==> src/rtl/fifo_rd_pkg.sv <==
// fifo_rd_pkg: shared widths, buffer depth and FSM states for the FIFO stream reader
package fifo_rd_pkg;
    localparam int DATA_W    = 128;
    localparam int LEN_W     = 16;
    localparam int BUF_DEPTH = 4;
    typedef enum logic [1:0] {IDLE, RUN, FLUSH} state_t;
endpackage

==> src/rtl/fifo_stream_reader_if.sv <==
// fifo_stream_reader_if: FIFO read port plus the outgoing valid/ready stream
interface fifo_stream_reader_if;
    import fifo_rd_pkg::*;
    logic              fifo_rden;
    logic [DATA_W-1:0] fifo_rddata;
    logic              fifo_empty;
    logic              o_valid;
    logic [DATA_W-1:0] o_data;
    logic              i_ready;
    modport master (output fifo_rden, o_valid, o_data, input fifo_rddata, fifo_empty, i_ready);
    modport slave  (input fifo_rden, o_valid, o_data, output fifo_rddata, fifo_empty, i_ready);
endinterface

==> src/rtl/rd_skid_buf.sv <==
// rd_skid_buf: 4-entry output buffer absorbing FIFO read latency behind a valid/ready stream
module rd_skid_buf
    import fifo_rd_pkg::*;
(
    input  logic              clk,
    input  logic              reset,
    input  logic              i_wr,
    input  logic [DATA_W-1:0] i_wdata,
    input  logic              i_ready,
    output logic              o_valid,
    output logic [DATA_W-1:0] o_data,
    output logic              o_acc,
    output logic [2:0]        o_occ
);
    logic [DATA_W-1:0] r_buf [BUF_DEPTH];
    logic [1:0]        r_wr_ptr, r_rd_ptr;
    logic [2:0]        r_occ;

    assign o_valid = r_occ != 3'd0;
    assign o_data  = r_buf[r_rd_ptr];
    assign o_acc   = o_valid & i_ready;
    assign o_occ   = r_occ;

    always_ff @(posedge clk or negedge reset) begin
        if (!reset) begin
            r_buf    <= '{default: '0};
            r_wr_ptr <= 2'd0;
            r_rd_ptr <= 2'd0;
            r_occ    <= 3'd0;
        end else begin
            if (i_wr) begin
                r_buf[r_wr_ptr] <= i_wdata;
                r_wr_ptr        <= r_wr_ptr + 2'd1;
            end
            if (o_acc) r_rd_ptr <= r_rd_ptr + 2'd1;
            r_occ <= r_occ + {2'b00, i_wr} - {2'b00, o_acc};
        end
    end
endmodule

==> src/rtl/fifo_stream_reader.sv <==
// fifo_stream_reader: pulls FIFO words into a full-throughput valid/ready stream with bounded or open length
module fifo_stream_reader
    import fifo_rd_pkg::*;
(
    input  logic                 clk,
    input  logic                 reset,
    input  logic                 i_start,
    input  logic [LEN_W-1:0]     i_len,
    input  logic                 i_stop,
    fifo_stream_reader_if.master bus,
    output logic                 o_busy,
    output logic                 o_done,
    output logic [LEN_W-1:0]     o_count
);
    state_t            r_state, w_next;
    logic [LEN_W-1:0]  r_len, r_issued, r_count;
    logic              r_inflight, r_done;
    logic              w_rden, w_last, w_drained, w_acc, w_valid;
    logic [DATA_W-1:0] w_data;
    logic [2:0]        w_occ;

    rd_skid_buf u_buf (
        .clk     (clk),
        .reset   (reset),
        .i_wr    (r_inflight),
        .i_wdata (bus.fifo_rddata),
        .i_ready (bus.i_ready),
        .o_valid (w_valid),
        .o_data  (w_data),
        .o_acc   (w_acc),
        .o_occ   (w_occ)
    );

    assign bus.fifo_rden = w_rden;
    assign bus.o_valid   = w_valid;
    assign bus.o_data    = w_data;
    assign o_busy        = r_state != IDLE;
    assign o_done        = r_done;
    assign o_count       = r_count;

    // Read issue reserves a buffer slot per outstanding read, so i_ready never enters this path
    always_comb begin
        w_rden    = (r_state == RUN) & !bus.fifo_empty & (w_occ + {2'b00, r_inflight} < 3'(BUF_DEPTH))
                    & !i_stop & (r_len == '0 | r_issued < r_len);
        w_last    = w_rden & (r_len != '0) & (r_issued + LEN_W'(1) == r_len);
        w_drained = !r_inflight & (w_occ == 3'd0 | (w_occ == 3'd1 & w_acc));
        w_next    = (r_state == IDLE) ? (i_start ? RUN : IDLE)
                  : (r_state == RUN)  ? ((i_stop | w_last) ? FLUSH : RUN)
                  : (w_drained ? IDLE : FLUSH);
    end

    always_ff @(posedge clk or negedge reset) begin
        if (!reset) begin
            r_state    <= IDLE;
            r_len      <= '0;
            r_issued   <= '0;
            r_count    <= '0;
            r_inflight <= 1'b0;
            r_done     <= 1'b0;
        end else begin
            r_state    <= w_next;
            r_inflight <= w_rden;
            r_done     <= (r_state == FLUSH) & (w_next == IDLE);
            if (r_state == IDLE & i_start) begin
                r_len    <= i_len;
                r_issued <= '0;
                r_count  <= '0;
            end else begin
                if (w_rden) r_issued <= r_issued + LEN_W'(1);
                if (w_acc) r_count <= r_count + LEN_W'(1);
            end
        end
    end
endmodule

==> src/flat_wrapper.sv <==
// flat-port wrapper written by rule: the top's interface ports become plain ports
module fifo_stream_reader_flat import fifo_rd_pkg::*;
  (clk, reset, i_start, i_len, i_stop, o_busy, o_done, o_count, bus_fifo_rden, bus_o_valid, bus_o_data, bus_fifo_rddata, bus_fifo_empty, bus_i_ready);
  fifo_stream_reader_if bus_i ();
  input  logic clk;
  input  logic reset;
  input  logic i_start;
  input  logic [LEN_W-1:0] i_len;
  input  logic i_stop;
  output logic o_busy;
  output logic o_done;
  output logic [LEN_W-1:0] o_count;
  output wire logic [$bits(bus_i.fifo_rden)-1:0] bus_fifo_rden;
  output wire logic [$bits(bus_i.o_valid)-1:0] bus_o_valid;
  output wire logic [$bits(bus_i.o_data)-1:0] bus_o_data;
  input wire logic [$bits(bus_i.fifo_rddata)-1:0] bus_fifo_rddata;
  input wire logic [$bits(bus_i.fifo_empty)-1:0] bus_fifo_empty;
  input wire logic [$bits(bus_i.i_ready)-1:0] bus_i_ready;
  assign bus_fifo_rden = bus_i.fifo_rden;
  assign bus_o_valid = bus_i.o_valid;
  assign bus_o_data = bus_i.o_data;
  assign bus_i.fifo_rddata = bus_fifo_rddata;
  assign bus_i.fifo_empty = bus_fifo_empty;
  assign bus_i.i_ready = bus_i_ready;
  fifo_stream_reader u_core (.clk(clk), .reset(reset), .i_start(i_start), .i_len(i_len), .i_stop(i_stop), .bus(bus_i), .o_busy(o_busy), .o_done(o_done), .o_count(o_count));
endmodule
==> config.mk <==
export PLATFORM = sky130hd
export DESIGN_NAME = fifo_stream_reader_flat
export DESIGN_NICKNAME = d
export VERILOG_FILES = /design/src/rtl/fifo_rd_pkg.sv /design/src/rtl/fifo_stream_reader_if.sv /design/src/rtl/rd_skid_buf.sv /design/src/rtl/fifo_stream_reader.sv /design/src/flat_wrapper.sv
export SDC_FILE = /design/constraint.sdc
export NUM_CORES = 1
export LEC_CHECK = 0
export CAP_MARGIN = 30
export CORE_UTILIZATION = 45
export DETAILED_ROUTE_END_ITERATION = 8
export GPL_TIMING_DRIVEN = 0
export PLACE_DENSITY = 0.66
export SYNTH_ARGS = -nofsm -noshare
export SYNTH_HDL_FRONTEND = slang
export SYNTH_HIERARCHICAL = 1
export SYNTH_SLANG_ARGS = --single-unit
==> constraint.sdc <==
create_clock -name clk -period 2.9 [get_ports clk]
set_clock_uncertainty 0.15 [all_clocks]
set_input_delay 0.29 -clock clk [delete_from_list [all_inputs] [get_ports clk]]
set_output_delay 0.29 -clock clk [all_outputs]
set_load 0.05 [all_outputs]
* After elaboration in Yosys (flattened, before gate mapping) *
Cells that the tools add are included.

operators by class
  equal/unequal tests = 4
  magnitude comparators = 5
  reductions and logical operators = 13
  shift-type cells = 0
  divide/modulo/power cells = 0
  bitwise operators = 16
  multipliers = 0
  $add $sub $neg = 6
  mux-type cells = 15

operators by type and width
  cell                   count
  $bwmux 512             1
  $mux 128               3
  $bmux 128 s2           1
  $demux 128 s2          1
  $mux 16                4
  $add 16x1->16 const B  2
  $eq 16x16->1           1
  $logic_not 16->1       1
  $lt 16x16->1           1
  $reduce_bool 16->1     1
  $and 1x1->1            11
  $mux 2                 4
  $ge 3x3->1 const B     2
  $not 2->3              2
  $reduce_bool 2->1      3
  $add 2x1->2 const B    2
  $logic_not 2->1        2
  $add 3x1->3            1
  $eq 3x1->1 const B     1
  $logic_not 1->1        3
  $logic_not 3->1        1
  $lt 3x1->1 const B     1
  $lt 3x3->1 const B     1
  $or 1x1->1             3
  6 further kinds        6

storage, ports and cells
  ROM bits = 0
  memory bits (writable) = 0
  memories kept = 0
  flip-flop bits (word level) = 571
  word-level logic and storage cells = 72
  bits in latches = 0
  input port bits = 150
  output and inout port bits = 148

* Depth between registers and ports, before layout *
  depth after elaboration = 13
  gate-level depth with buffers = 10
  mapped depth without buffers = 9

* Cells and area by module *
The synthesis kept the hierarchy.

modules (own cells, without submodules)
  module              area each (um^2)  instances  cells an instance  seq. area each (um^2)
  rd_skid_buf         22654.2           1          1272               12987.5
  fifo_stream_reader  3392.0            1          388                1301.2

* Worst setup path after synthesis *
Ideal clock, no wire load.

  path kind = register -> register
  from = register u_core.r_len[1]
  to = register u_core.r_issued[1]
  data required time = 2579 ps
  setup slack = 236 ps
  arrival = 2343 ps
  clock period less this slack = 2664 ps
  stages on the path, launching flop included = 10
  cell sequence = dfrtp_1 > inv_1 > ha_1 > nor2b_1 > o211ai_1 > a2111o_1 > a31oi_1 > o21a_1 > nor2_1 > o21ai_0

between the ends
  longest elaborated chain between the ends = 4
  elaborated cells between the ends (all ways) = 5
  classes of those cells = order compare (1); bitwise (2); reduce/logical (2)

RTL lines
  element                                                  line                      text
  start: declaration                                       fifo_stream_reader.sv:16  logic [LEN_W-1:0] r_len, r_issued, r_count;
  start signal: assignment                                 fifo_stream_reader.sv:65  r_len <= i_len;
  $lt 16x16->1 / $logic_not 16->1 (equally long branches)  fifo_stream_reader.sv:44  & !i_stop & (r_len == '0 | r_issued < r_len);
  $or 1x1->1 (*)                                           fifo_stream_reader.sv:44
  $and 1x1->1 (*)                                          fifo_stream_reader.sv:44
  named net bus_fifo_rden                                  flat_wrapper.sv:13        output wire logic [$bits(bus_i.fifo_rden)-1:0] bus_fifo_rden;
  $reduce_bool 2->1 (no source line) (*)                   n/a
  end signal: assignment                                   fifo_stream_reader.sv:69  if (w_rden) r_issued <= r_issued + LEN_W'(1);
  end: declaration                                         fifo_stream_reader.sv:16

Mark *: on every way through the listed nets, which the timed path passes. The rest lies on a longest branch.
A chain may end at the register's enable or synchronous reset.

* Worst setup path after layout *
  from = register u_core.r_issued[1]
  to = output port bus_fifo_rden

between the ends
  longest elaborated chain between the ends = 3

RTL lines
  element           line
  $lt 16x16->1      fifo_stream_reader.sv:44
  $or 1x1->1        fifo_stream_reader.sv:44
  $and 1x1->1       fifo_stream_reader.sv:44
  end: declaration  flat_wrapper.sv:13

No other way between the ends.

==> out/results.tsv <==
stage	metric	value	unit
cts	cts_made_buffers	66	
finish	stdcell_count	2845	
status	status	finished with violations	
critical_path	end_kind	output pin	
yosys	ys.flop_type	dfrtp_1	
floorplan	rows	87	
power	p_leak	0.0135	uW
floorplan	start_util	45.8	%
timing	setup_ws	-0.00355	ns
grt	grt_max_degree	128	
timing	slew_violations	0	
routing	drt-initial-drc-count	671	
grt	track_usage	21.5	%
yosys	synth.yosys.warnings	6	
critical_path	worstPathMaxFanout	6	
critical_path	r2r-end	u_core/r_state[0]	
routing	wirelength	61.5	mm
yosys	ys_ff_latch	571	
yosys	ys_seq_area_share	54.9	%
routing	dr.pass1.iters	5	
finish	syn_to_final_growth	22.6	%
cts	cts-root-buf	clkbuf_16	
critical_path	worstSetupStartpointType	register	
yosys	ys_types	56	
yosys	async_reset_ff_share	100	%
finish	final_core_util	56.2	%
critical_path	reg2regPathDepth	8	
critical_path	crit_required	2.46	ns
power	vdd.ir_drop.worst	0.000563	V
cts	path_clk_slew	0.06	ns
routing	vias_per_cell	5.45	
critical_path	worstSetupStartpoint	u_core/r_issued[1]	
place	pre_cts_slack	-0.463	ns
grt	use_met2	34.6	%
critical_path	timing.rr.start	u_core/r_issued[0]	
finish	fillers	4648	
grt	grt_busiest_layer	met2	
critical_path	crit_chain	ha_4 -> nor2b_4 -> o211ai_1 -> a2111o_1 -> a31oi_1 -> o21a_1 -> nor2_4 -> buf_6	
grt	grt_first_pass_wirelength	98.8	mm
grt	grt_util_met1	28.2	%
cts	htree_levels	3	
timing	timing.fmax	344	MHz
timing	hold_violations	0	
routing	drc	0	
finish	nNetsFinal	2211	
cts	cts_sinks	571	
yosys	synth_top_area_share	54.9	%
grt	grt_pass1_vias	17209	
yosys	synthesis.nets	1835	
timing	setup_violations	1	
cts	clockBufferDepth	3	
place	port_buffers	297	
routing	drtAntennaViolNets	0	
grt	grt.overflow.total	0	
place	detailed_place_hpwl	41.3	mm
timing	rsz0062_at_grt	true	
place	dp.cells	2718	
routing	wl_per_cell	21.6	um
grt	antenna_found_initial	11	
timing	tightest_slew	0.709	ns
cts	cts_tree	done	
yosys	ys_top_cells_by_area	dfrtp_1 (55%), mux2_2 (22%), mux4_2 (11%)	
yosys	synthCells	1660	
floorplan	die_h	243	um
yosys	avgSynthCellArea	15.7	um2
critical_path	cp_data_arrival_time	2.46	ns
min_path	min_path_type	primary input to register	
timing	period_minus_slack	2.90	ns
floorplan	core_area	0.0568	mm2
timing	fin_crit_sh	100	%
yosys	synth_edf_count	0	
floorplan	die_w	243	um
finish	drive_above_1_share	47.1	%
yosys	syn-cell-area	0.0260	mm2
place	gp_congestion	0.837	
floorplan	fp.dieArea	0.0588	mm2
job	maxCapViolCount	0	
power	p_per_area	1060	mW/mm2
timing	relSlewSlack	52.8	%
critical_path	max_stage_delay	0.46	ns
critical_path	endpoint	bus_fifo_rden	
floorplan	io_pins	298	
critical_path	critPathKind	register to output pin	
routing	routed-via-count	15510	
cts	insertion_delay	0.59	ns
critical_path	slowest_stage	dfrtp_2	
grt	grt.met3_usage	6.44	%
status	violations	negative setup slack	
critical_path	rrSetupSlack	0.30	ns
yosys	synth_top_area_cell	dfrtp_1	
## routing by layer
metal / share of wire [%] / wire (um)
met3: 6.0 / 3670
met4: 2.3 / 1390
met1: 43 / 26400
met2: 49 / 29900
met5: 0.19 / 116
## layout by cell type (no fill, tap or decap), drive strengths merged, types with 4 or more instances in the layout
cell,count
mux2,512
nor2b,4
nand2,46
and4,4
clkinv,5
a21oi,15
nor3,6
a31oi,5
ha,24
o21ai,40
nor4,8
and3,6
clkbuf,128
inv,30
xnor2,21
a22o,7
clkdlybuf4s15,5
dfrtp,571
xor2,16
clkdlybuf4s50,167
nand2b,4
mux4,128
nor2,29
buf,204
and2,4
a21boi,5
bufinv,5
or3,10
nand4,14
dlygate4sd2,12
nand3,17
## power by group
part	switching (uW)	internal (uW)	total, uW
Combinational	8610	5500	14100
Clock	3260	5220	8470
Sequential	1130	10100	11200
## kinds of logic after synthesis
family / after synthesis / share of synthesized area, %
xor+xnor: 37 / 1.24
simple gates: 159 / 3.25
mux: 642 / 33.3
compound gates: 92 / 2.22
fa+ha+maj: 25 / 1.23
buf+inv: 134 / 3.92
flops: 571 / 54.9
## synthesized netlist by cell type, types with 3 or more instances
cell and count:
dfrtp_1 571, mux2_2 512, mux4_2 128, buf_6 60
nand2_1 46, o21ai_0 30, nor2_1 29, inv_1 28
buf_2 25, ha_1 24, xnor2_1 21, xor2_1 16
a21oi_1 15, nand3_1 14, nand4_1 14, clkbuf_1 11
o21ai_1 10, or3_1 10, buf_4 9, a22o_1 7
nor4_1 7, and3_1 6, nor3_1 6, a21boi_0 5
a31oi_1 5, and4_1 4, nand2b_1 4, nor2b_1 4
a211o_1 3, a211oi_1 3, and2_1 3
## layout make-up
type	instances	area [um2]	share of cell area, %
sequential	571	14300	44.8
multi-input combinational	955	10800	33.8
timing repair buffer	309	2610	8.17
clock buffer	103	2010	6.31
buffer	105	955	2.99
tap	756	946	2.96
clock inverter	15	215	0.674
inverter	28	105	0.329
antenna	3	7.51	0.0235
## worst min path at each step
| stage | slack (ns) | startpoint | cells past startpoint | to |
|---|---|---|---|---|
| global route | 0.11 | i_len[8] | 3 | u_core/r_len[8] |
| floorplan | -0.16 | reset | 0 | u_core/o_count[0] |
| detailed placement | 0.26 | reset | 2 | u_core/u_buf/r_buf[415] |
| global placement | 0.29 | u_core/r_state[0] | 1 | u_core/o_done |
| finish | 0.11 | i_len[8] | 3 | u_core/r_len[8] |
| CTS | 0.08 | i_len[8] | 3 | u_core/r_len[8] |
## critical path, delay by kind of cell (launching register included)
family / cells / cell delay (ns)
flip-flops: 1 / 0.46
adder cells (fa/ha/maj): 1 / 0.28
AO/OA/AOI/OAI: 4 / 0.81
AND/OR/NAND/NOR: 2 / 0.18
buffers and inverters: 1 / 0.16
## sequential cells by signal, summed over array words and instances (netlist names)
| signal | count |
|---|---|
| u_core/o_count | 16 |
| u_core/o_done | 1 |
| u_core/r_inflight | 1 |
| u_core/r_issued | 16 |
| u_core/r_len | 16 |
| u_core/r_state | 2 |
| u_core/u_buf/o_occ | 3 |
| u_core/u_buf/r_buf | 512 |
| u_core/u_buf/r_rd_ptr | 2 |
| u_core/u_buf/r_wr_ptr | 2 |
## per-stage QoR
step	total power [uW]	TNS [ns]	cell area [um2]	hold slack, ns
5_1_grt	35400	-0.115	31900	0.105
4_1_cts	34700	-3.17	32300	0.0771
6_report	33800	-0.00355	31900	0.115
3_5_place_dp	26600	-19.33	30100	0.262
3_3_place_gp	26300	-	30000	0.287
2_1_floorplan	22300	0	26000	-0.156
## repair_timing
action,in CTS,in global routing
setup buffers,0,6
setup endpoints to repair,129,94
gates resized for setup,391,198
pin swaps,0,6
hold endpoints to repair,121,0
hold buffers,1,0
(Power assumes the default switching activity.)
